==> config.mk <==
export PLATFORM = sky130hd
export DESIGN_NAME = comparator_arbiter
export DESIGN_NICKNAME = d
export VERILOG_FILES = /design/src/rtl/comparator_arbiter_pkg.sv /design/src/rtl/comparator_core.sv /design/src/rtl/comparator_arbiter.sv
export SDC_FILE = /design/constraint.sdc
export NUM_CORES = 1
export LEC_CHECK = 0
export ABC_AREA = 1
export CAP_MARGIN = 20
export CORE_UTILIZATION = 41
export CTS_CLUSTER_SIZE = 8
export DETAILED_ROUTE_END_ITERATION = 8
export GPL_ROUTABILITY_DRIVEN = 1
export GPL_TIMING_DRIVEN = 1
export PLACE_DENSITY = 0.74
export SLEW_MARGIN = 20
export SYNTH_ARGS = -nofsm -noshare
export SYNTH_HDL_FRONTEND = slang
export SYNTH_SLANG_ARGS = --single-unit
==> constraint.sdc <==
create_clock -name clk -period 2.2 [get_ports clk]
set_input_delay 0.33 -clock clk [delete_from_list [all_inputs] [get_ports clk]]
set_output_delay 0.33 -clock clk [all_outputs]
set_load 0.02 [all_outputs]
==> src/rtl/comparator_arbiter_pkg.sv <==
// -----------------------------------------------------------------------------
// comparator_arbiter_pkg
//
// Shared definitions for the comparator arbiter and its strength datapath:
//   strength_t   - 4-bit redstone signal strength (0..15)
//   MODE_*       - per-requester operating mode encoding
//   state_t      - arbiter/sequencer FSM state
//   strength_max - larger of two strengths
// -----------------------------------------------------------------------------
package comparator_arbiter_pkg;

    typedef logic [3:0] strength_t;

    localparam logic MODE_COMPARE  = 1'b0;
    localparam logic MODE_SUBTRACT = 1'b1;

    typedef enum logic [1:0] {
        ST_IDLE = 2'd0,
        ST_BUSY = 2'd1,
        ST_DONE = 2'd2
    } state_t;

    function automatic strength_t strength_max(input strength_t a, input strength_t b);
        return (a >= b) ? a : b;
    endfunction

endpackage

==> src/rtl/comparator_core.sv <==
// -----------------------------------------------------------------------------
// comparator_core
//
// Purely combinational redstone comparator arithmetic.
//   mode  : in  - 0 = compare, 1 = subtract
//   back  : in  - rear input strength
//   lside : in  - left side strength
//   rside : in  - right side strength
//   front : out - resulting front strength
//
// The effective side strength is the larger of the two side inputs.
// Subtract mode never wraps: a side stronger than the back yields 0.
// Compare mode passes the back strength through only when it is not
// weaker than the side.
// -----------------------------------------------------------------------------
module comparator_core
    import comparator_arbiter_pkg::*;
(
    input  logic       mode,
    input  logic [3:0] back,
    input  logic [3:0] lside,
    input  logic [3:0] rside,
    output logic [3:0] front
);

    // Difference is formed one bit wider and signed so a negative result is
    // visible and clamped instead of wrapping around to a large strength.
    function automatic strength_t sat_sub(input strength_t a, input strength_t b);
        logic signed [4:0] diff;
        diff = $signed({1'b0, a}) - $signed({1'b0, b});
        return (diff < 0) ? 4'd0 : diff[3:0];
    endfunction

    function automatic strength_t compare_sel(input strength_t a, input strength_t b);
        return (a >= b) ? a : 4'd0;
    endfunction

    strength_t side;

    always_comb begin
        side = strength_max(lside, rside);
        if (mode == MODE_SUBTRACT) begin
            front = sat_sub(back, side);
        end else begin
            front = compare_sel(back, side);
        end
    end

endmodule

==> src/rtl/comparator_arbiter.sv <==
// -----------------------------------------------------------------------------
// comparator_arbiter
//
// Round-robin arbiter sharing one comparator_core between NREQ requesters.
// One operation is in flight at a time: a requester is granted in IDLE, its
// operands are captured, the operation occupies the unit for OP_TICKS cycles,
// and the result is then presented with a valid/ready handshake.
//
// Parameters
//   NREQ     - number of requesters (2..8)
//   OP_TICKS - busy cycles per operation (1..15)
//
// Ports
//   clk       : in  - clock, rising edge
//   reset_n   : in  - asynchronous active-low reset
//   req       : in  - per-requester request, held until granted
//   mode      : in  - per-requester mode (0 compare, 1 subtract)
//   back      : in  - per-requester back strength, 4 bits each
//   lside     : in  - per-requester left side strength, 4 bits each
//   rside     : in  - per-requester right side strength, 4 bits each
//   gnt       : out - one-hot grant, high only in the acceptance cycle
//   rsp_valid : out - result available
//   rsp_ready : in  - consumer accepts the result
//   rsp_id    : out - index of the requester owning the result
//   rsp_front : out - comparator front strength
//
// Timing: grant in cycle T, BUSY for OP_TICKS cycles, rsp_valid first high in
// cycle T+OP_TICKS+1. With rsp_ready held high a new grant can follow every
// OP_TICKS+2 cycles.
// -----------------------------------------------------------------------------
module comparator_arbiter
    import comparator_arbiter_pkg::*;
#(
    parameter int NREQ     = 4,
    parameter int OP_TICKS = 2
) (
    input  logic              clk,
    input  logic              reset_n,
    input  logic [NREQ-1:0]   req,
    input  logic [NREQ-1:0]   mode,
    input  logic [NREQ*4-1:0] back,
    input  logic [NREQ*4-1:0] lside,
    input  logic [NREQ*4-1:0] rside,
    output logic [NREQ-1:0]   gnt,
    output logic              rsp_valid,
    input  logic              rsp_ready,
    output logic [2:0]        rsp_id,
    output logic [3:0]        rsp_front
);

    localparam logic [3:0] CNT_LOAD = 4'(OP_TICKS - 1);
    localparam logic [2:0] LAST_ID  = 3'(NREQ - 1);

    state_t     state;
    logic [2:0] rr_ptr;
    logic [3:0] busy_cnt;

    // Round-robin search results
    logic [2:0] winner;
    logic [2:0] low_any;
    logic [2:0] low_hi;
    logic       found_any;
    logic       found_hi;
    logic [2:0] next_ptr;
    logic       launch;

    // Winner's operands, selected combinationally for capture
    logic      sel_mode;
    strength_t sel_back;
    strength_t sel_lside;
    strength_t sel_rside;

    // Captured operands of the in-flight operation
    logic       mode_p0;
    logic [2:0] id_p0;
    strength_t  back_p0;
    strength_t  lside_p0;
    strength_t  rside_p0;

    strength_t  core_front;

    // ---- arbitration: rotating priority starting at rr_ptr ----
    // The first set bit at or above rr_ptr wins; if none exists the search
    // wraps, which is the same as taking the lowest set bit overall. Scanning
    // downward lets the last assignment be the lowest matching index.
    always_comb begin
        low_any   = '0;
        low_hi    = '0;
        found_any = 1'b0;
        found_hi  = 1'b0;
        for (int j = NREQ - 1; j >= 0; j--) begin
            if (req[j]) begin
                low_any   = 3'(j);
                found_any = 1'b1;
                if (3'(j) >= rr_ptr) begin
                    low_hi   = 3'(j);
                    found_hi = 1'b1;
                end
            end
        end
        winner   = found_hi ? low_hi : low_any;
        next_ptr = (winner == LAST_ID) ? 3'd0 : winner + 3'd1;
    end

    assign launch = (state == ST_IDLE) && found_any;

    // Grant is combinational from req so the requester sees it in the same
    // cycle; it is also forced low while reset is asserted, since the state
    // register already reads IDLE during reset.
    always_comb begin
        gnt = '0;
        for (int j = 0; j < NREQ; j++) begin
            gnt[j] = reset_n && launch && (winner == 3'(j));
        end
    end

    always_comb begin
        sel_mode  = 1'b0;
        sel_back  = '0;
        sel_lside = '0;
        sel_rside = '0;
        for (int j = 0; j < NREQ; j++) begin
            if (winner == 3'(j)) begin
                sel_mode  = mode[j];
                sel_back  = back[j*4 +: 4];
                sel_lside = lside[j*4 +: 4];
                sel_rside = rside[j*4 +: 4];
            end
        end
    end

    // ---- stage p0: operand capture at the end of the grant cycle ----
    // Held for the whole operation so later changes on the request-side
    // operand inputs cannot disturb the in-flight result.
    always_ff @(posedge clk) begin
        if (launch) begin
            id_p0    <= winner;
            mode_p0  <= sel_mode;
            back_p0  <= sel_back;
            lside_p0 <= sel_lside;
            rside_p0 <= sel_rside;
        end
    end

    comparator_core u_core (
        .mode  (mode_p0),
        .back  (back_p0),
        .lside (lside_p0),
        .rside (rside_p0),
        .front (core_front)
    );

    // ---- stage p1: sequencing and registered response ----
    always_ff @(posedge clk or negedge reset_n) begin
        if (!reset_n) begin
            state     <= ST_IDLE;
            rr_ptr    <= '0;
            busy_cnt  <= '0;
            rsp_valid <= 1'b0;
            rsp_id    <= '0;
            rsp_front <= '0;
        end else begin
            unique case (state)
                ST_IDLE: begin
                    if (launch) begin
                        rr_ptr   <= next_ptr;
                        busy_cnt <= CNT_LOAD;
                        state    <= ST_BUSY;
                    end
                end
                ST_BUSY: begin
                    if (busy_cnt == 4'd0) begin
                        rsp_front <= core_front;
                        rsp_id    <= id_p0;
                        rsp_valid <= 1'b1;
                        state     <= ST_DONE;
                    end else begin
                        busy_cnt <= busy_cnt - 4'd1;
                    end
                end
                ST_DONE: begin
                    // id/front keep their values; only valid drops on accept
                    if (rsp_ready) begin
                        rsp_valid <= 1'b0;
                        state     <= ST_IDLE;
                    end
                end
                default: begin
                    rsp_valid <= 1'b0;
                    state     <= ST_IDLE;
                end
            endcase
        end
    end

endmodule

==> results_dict.tcl <==
set metrics [dict create \
    dr.pass1.iters 4 \
    cp.depth 20 \
    numClockSinks 30 \
    die_h_um 73.1 \
    finalSetupViolCount 4 \
    crit_end "rsp_front[3]" \
    rows 25 \
    utilization_pct 70.5 \
    yosys_warnings 0 \
    cts_tree "done" \
    cts.htree.levels 2 \
    grt_max_degree 27 \
    p_leak_nw 1.50 \
    crit_fanout 4 \
    finalPower_w 0.00601 \
    via_count 2137 \
    final_cell_mix "nand2_1 (75), clkdlybuf4s50_1 (61), inv_1 (28)" \
    drv_cap 0 \
    hp-class "input pin to asynchronous set/reset pin" \
    place.port_buffers 69 \
    via_per_inst 4.76 \
    worst_slack_ns -0.296 \
    worstPathRequired_ns 2.38 \
    dieArea_mm2 0.00534 \
    reg2reg_from "lside_p0[1]" \
    fmax_mhz 401 \
    crit_chain "ha_4, inv_2, o21bai_1, nand3_1, nand3_4, buf_4, buf_6, nor2_2, a21oi_4, ha_1, nand2_1, inv_1, nand2_1, nand2_1, nand2_1, nand2_2, nand2_1, nand2_1, nand2_1, nand2_1" \
    clk_latency_ns 0.29 \
    route.detailed.drc 0 \
    globalRoute.totalOverflow 0 \
    clk_pin_slew_worst_paths_ns 0.07 \
    drive_above_1_share_pct 25.7 \
    skew_ns 0.0155 \
    syn2layout_area_growth_pct 62.7 \
    synthDistinctLibCells 28 \
    nNetsFinal 454 \
    rsz0062_at_grt "true" \
    cpLargestDelayFamily "simple AND/OR/NAND/NOR gates" \
    reg2reg_slack_ns -0.30 \
    period_needed_ns 2.50 \
    whs_ns 0.453 \
    rr_worst_depth 20 \
    cp_num_buf_inv 4 \
    numCtsBuffers 5 \
    synth-seq-cells 30 \
    ys_seq_area_share_pct 39.9 \
    critPathLaunchType "flip-flop" \
    synth_area_mm2 0.00207 \
    wl_per_cell_um 11.9 \
    cp.arrival_ns 2.67 \
    hpwlAfterDp_um 3940 \
    clockBufferDepth 2 \
    critPathCaptureType "flip-flop" \
    violations "setup timing" \
    grt_pass1_wl_um 8560 \
    die_w_um 73.1 \
    rr_endpoint "rsp_front[3]" \
    core_mm2 0.00479 \
    cp_slowest_cell "edfxtp_1" \
    powerDensity_mw_per_mm2 1780 \
    finalHoldViolCount 0 \
    root_buffer "clkbuf_8" \
    routed_wirelength_um 5340 \
    grt_antenna_before_repair 0 \
    cp_common_cell "nand2_1" \
    syn_inst 282 \
    initial_core_util_pct 43.3 \
    final_cells 449 \
    antenna_cells 0 \
    postSynthAreaPerCell_um2 7.35 \
    gp_congestion 0.828 \
    cpPeakStageDelay_ns 0.44 \
    placed_cells 430 \
    ir_worst_vdd_uv 766 \
    final.period_utilization_pct 113 \
    startpoint "lside_p0[1]" \
    synthesis.nets 355 \
    crit_type "flip-flop to flip-flop" \
    grt_pass1_vias 2042 \
    final_common_cell "nand2_1" \
    status "finished, violations left" \
    grt.total_usage_pct 21.1 \
    final-max-slew-violation-count 0 \
    ant_nets 0 \
    pin_count 71 \
    drt_iter0_markers 167 \
]
[report_power, final]
group | switching (W) | total [W] | leakage [nW] | internal (W)
clock | 0.000193 | 0.000411 | 0.0450 | 0.000218
combinational | 0.00239 | 0.00445 | 1.12 | 0.00206
sequential | 0.000179 | 0.00115 | 0.332 | 0.000968
[synth_stat cells]
cell type | instances | area share [%]
a21oi_1 | 25 | 6.0
xor2_1 | 1 | 0.42
a21boi_0 | 1 | 0.36
clkbuf_1 | 2 | 0.36
nor2_1 | 26 | 4.7
nor2_2 | 1 | 0.30
o21ai_1 | 21 | 5.1
nand3_2 | 1 | 0.48
nand2_2 | 3 | 0.91
o21bai_1 | 1 | 0.36
buf_6 | 2 | 1.1
nand3b_1 | 2 | 0.72
nand2_1 | 81 | 15
fa_1 | 1 | 0.97
nand3_1 | 10 | 2.4
o21ai_0 | 9 | 2.2
nand4_1 | 1 | 0.30
nor2_4 | 2 | 1.1
edfxtp_1 | 15 | 22
dfrtp_1 | 15 | 18
inv_1 | 37 | 6.7
ha_1 | 13 | 7.9
o31ai_1 | 1 | 0.36
buf_4 | 1 | 0.36
buf_2 | 3 | 0.72
or2_2 | 1 | 0.30
conb_1 | 1 | 0.18
nor3_1 | 5 | 1.2
[registers in the layout (all words and copies together) (netlist names)]
register / flops
back_p0: 4
rsp_id: 2
mode_p0: 1
rsp_valid: 1
rsp_front: 4
lside_p0: 4
id_p0: 2
rside_p0: 4
rr_ptr: 2
state: 2
busy_cnt: 4
[final cells by class]
type	count	area, µm²
well taps	67	83.8
multi-input cells	207	1280
repair buffers	100	957
clock inverters	2	10.0
clock buffers	6	72.6
flip-flops and latches	30	826
fillers	376	1410
inverters	37	144
[worst min-delay path by stage]
stage	from	end	slack, ns	cells past startpoint
after floorplan	reset_n	busy_cnt[0]	0.03	0
after global placement	id_p0[0]	rsp_id[0]	0.45	2
after detailed placement	id_p0[0]	rsp_id[0]	0.46	2
after CTS	reset_n	rr_ptr[0]	0.45	2
after global routing	reset_n	busy_cnt[1]	0.45	2
final	reset_n	busy_cnt[1]	0.45	2
[worst register-to-register path: cells and delay by family, from the launching register on]
kind	cells	cell delay, ns
and+or+nand+nor	12	0.90
buffers and inverters	4	0.33
AOI/OAI and AO/OA	2	0.11
DFF	1	0.44
adders and majority gates	2	0.60
[what timing repair did]
item                       CTS  global route
cloned                       1             0
setup buffers                9             4
setup endpoints to repair   21            20
gates resized for setup     47            49
hold buffers                 0             0
pin swaps                    8            27
[kinds of logic (layout without fill, tap and decap cells)]
logic type / count (synthesis) / after routing / synth area share (%)
AOI/OAI and AO/OA: 58 / 58 / 14.4
xor gates and xnor gates: 1 / 1 / 0.423
adders and majority gates: 14 / 14 / 8.82
buffers and inverters: 45 / 145 / 9.24
DFF: 30 / 30 / 39.9
other: 1 / 1 / 0.181
and+or+nand+nor: 133 / 133 / 27.1
[per-layer routing]
layer	vias to the layer above	global-route usage (%)	share of wire [%]
met5	-	0	0
met4	0	6.97	1.0
met3	7	5.94	5.4
met2	58	36.4	51
met1	960	25.1	42
li1	1112	-	-
[metrics by stage]
step                area (µm²)  setup TNS [ns]  setup slack [ns]
CTS                       3220          -0.918            -0.245
detailed placement        2960           -8.86            -0.518
finish                    3370           -1.13            -0.296
global placement          2960           -7.44            -0.468
floorplan                 2080          -0.276           -0.0744
global route              3370           -2.12            -0.480
Power figures use the tool's default switching activity.
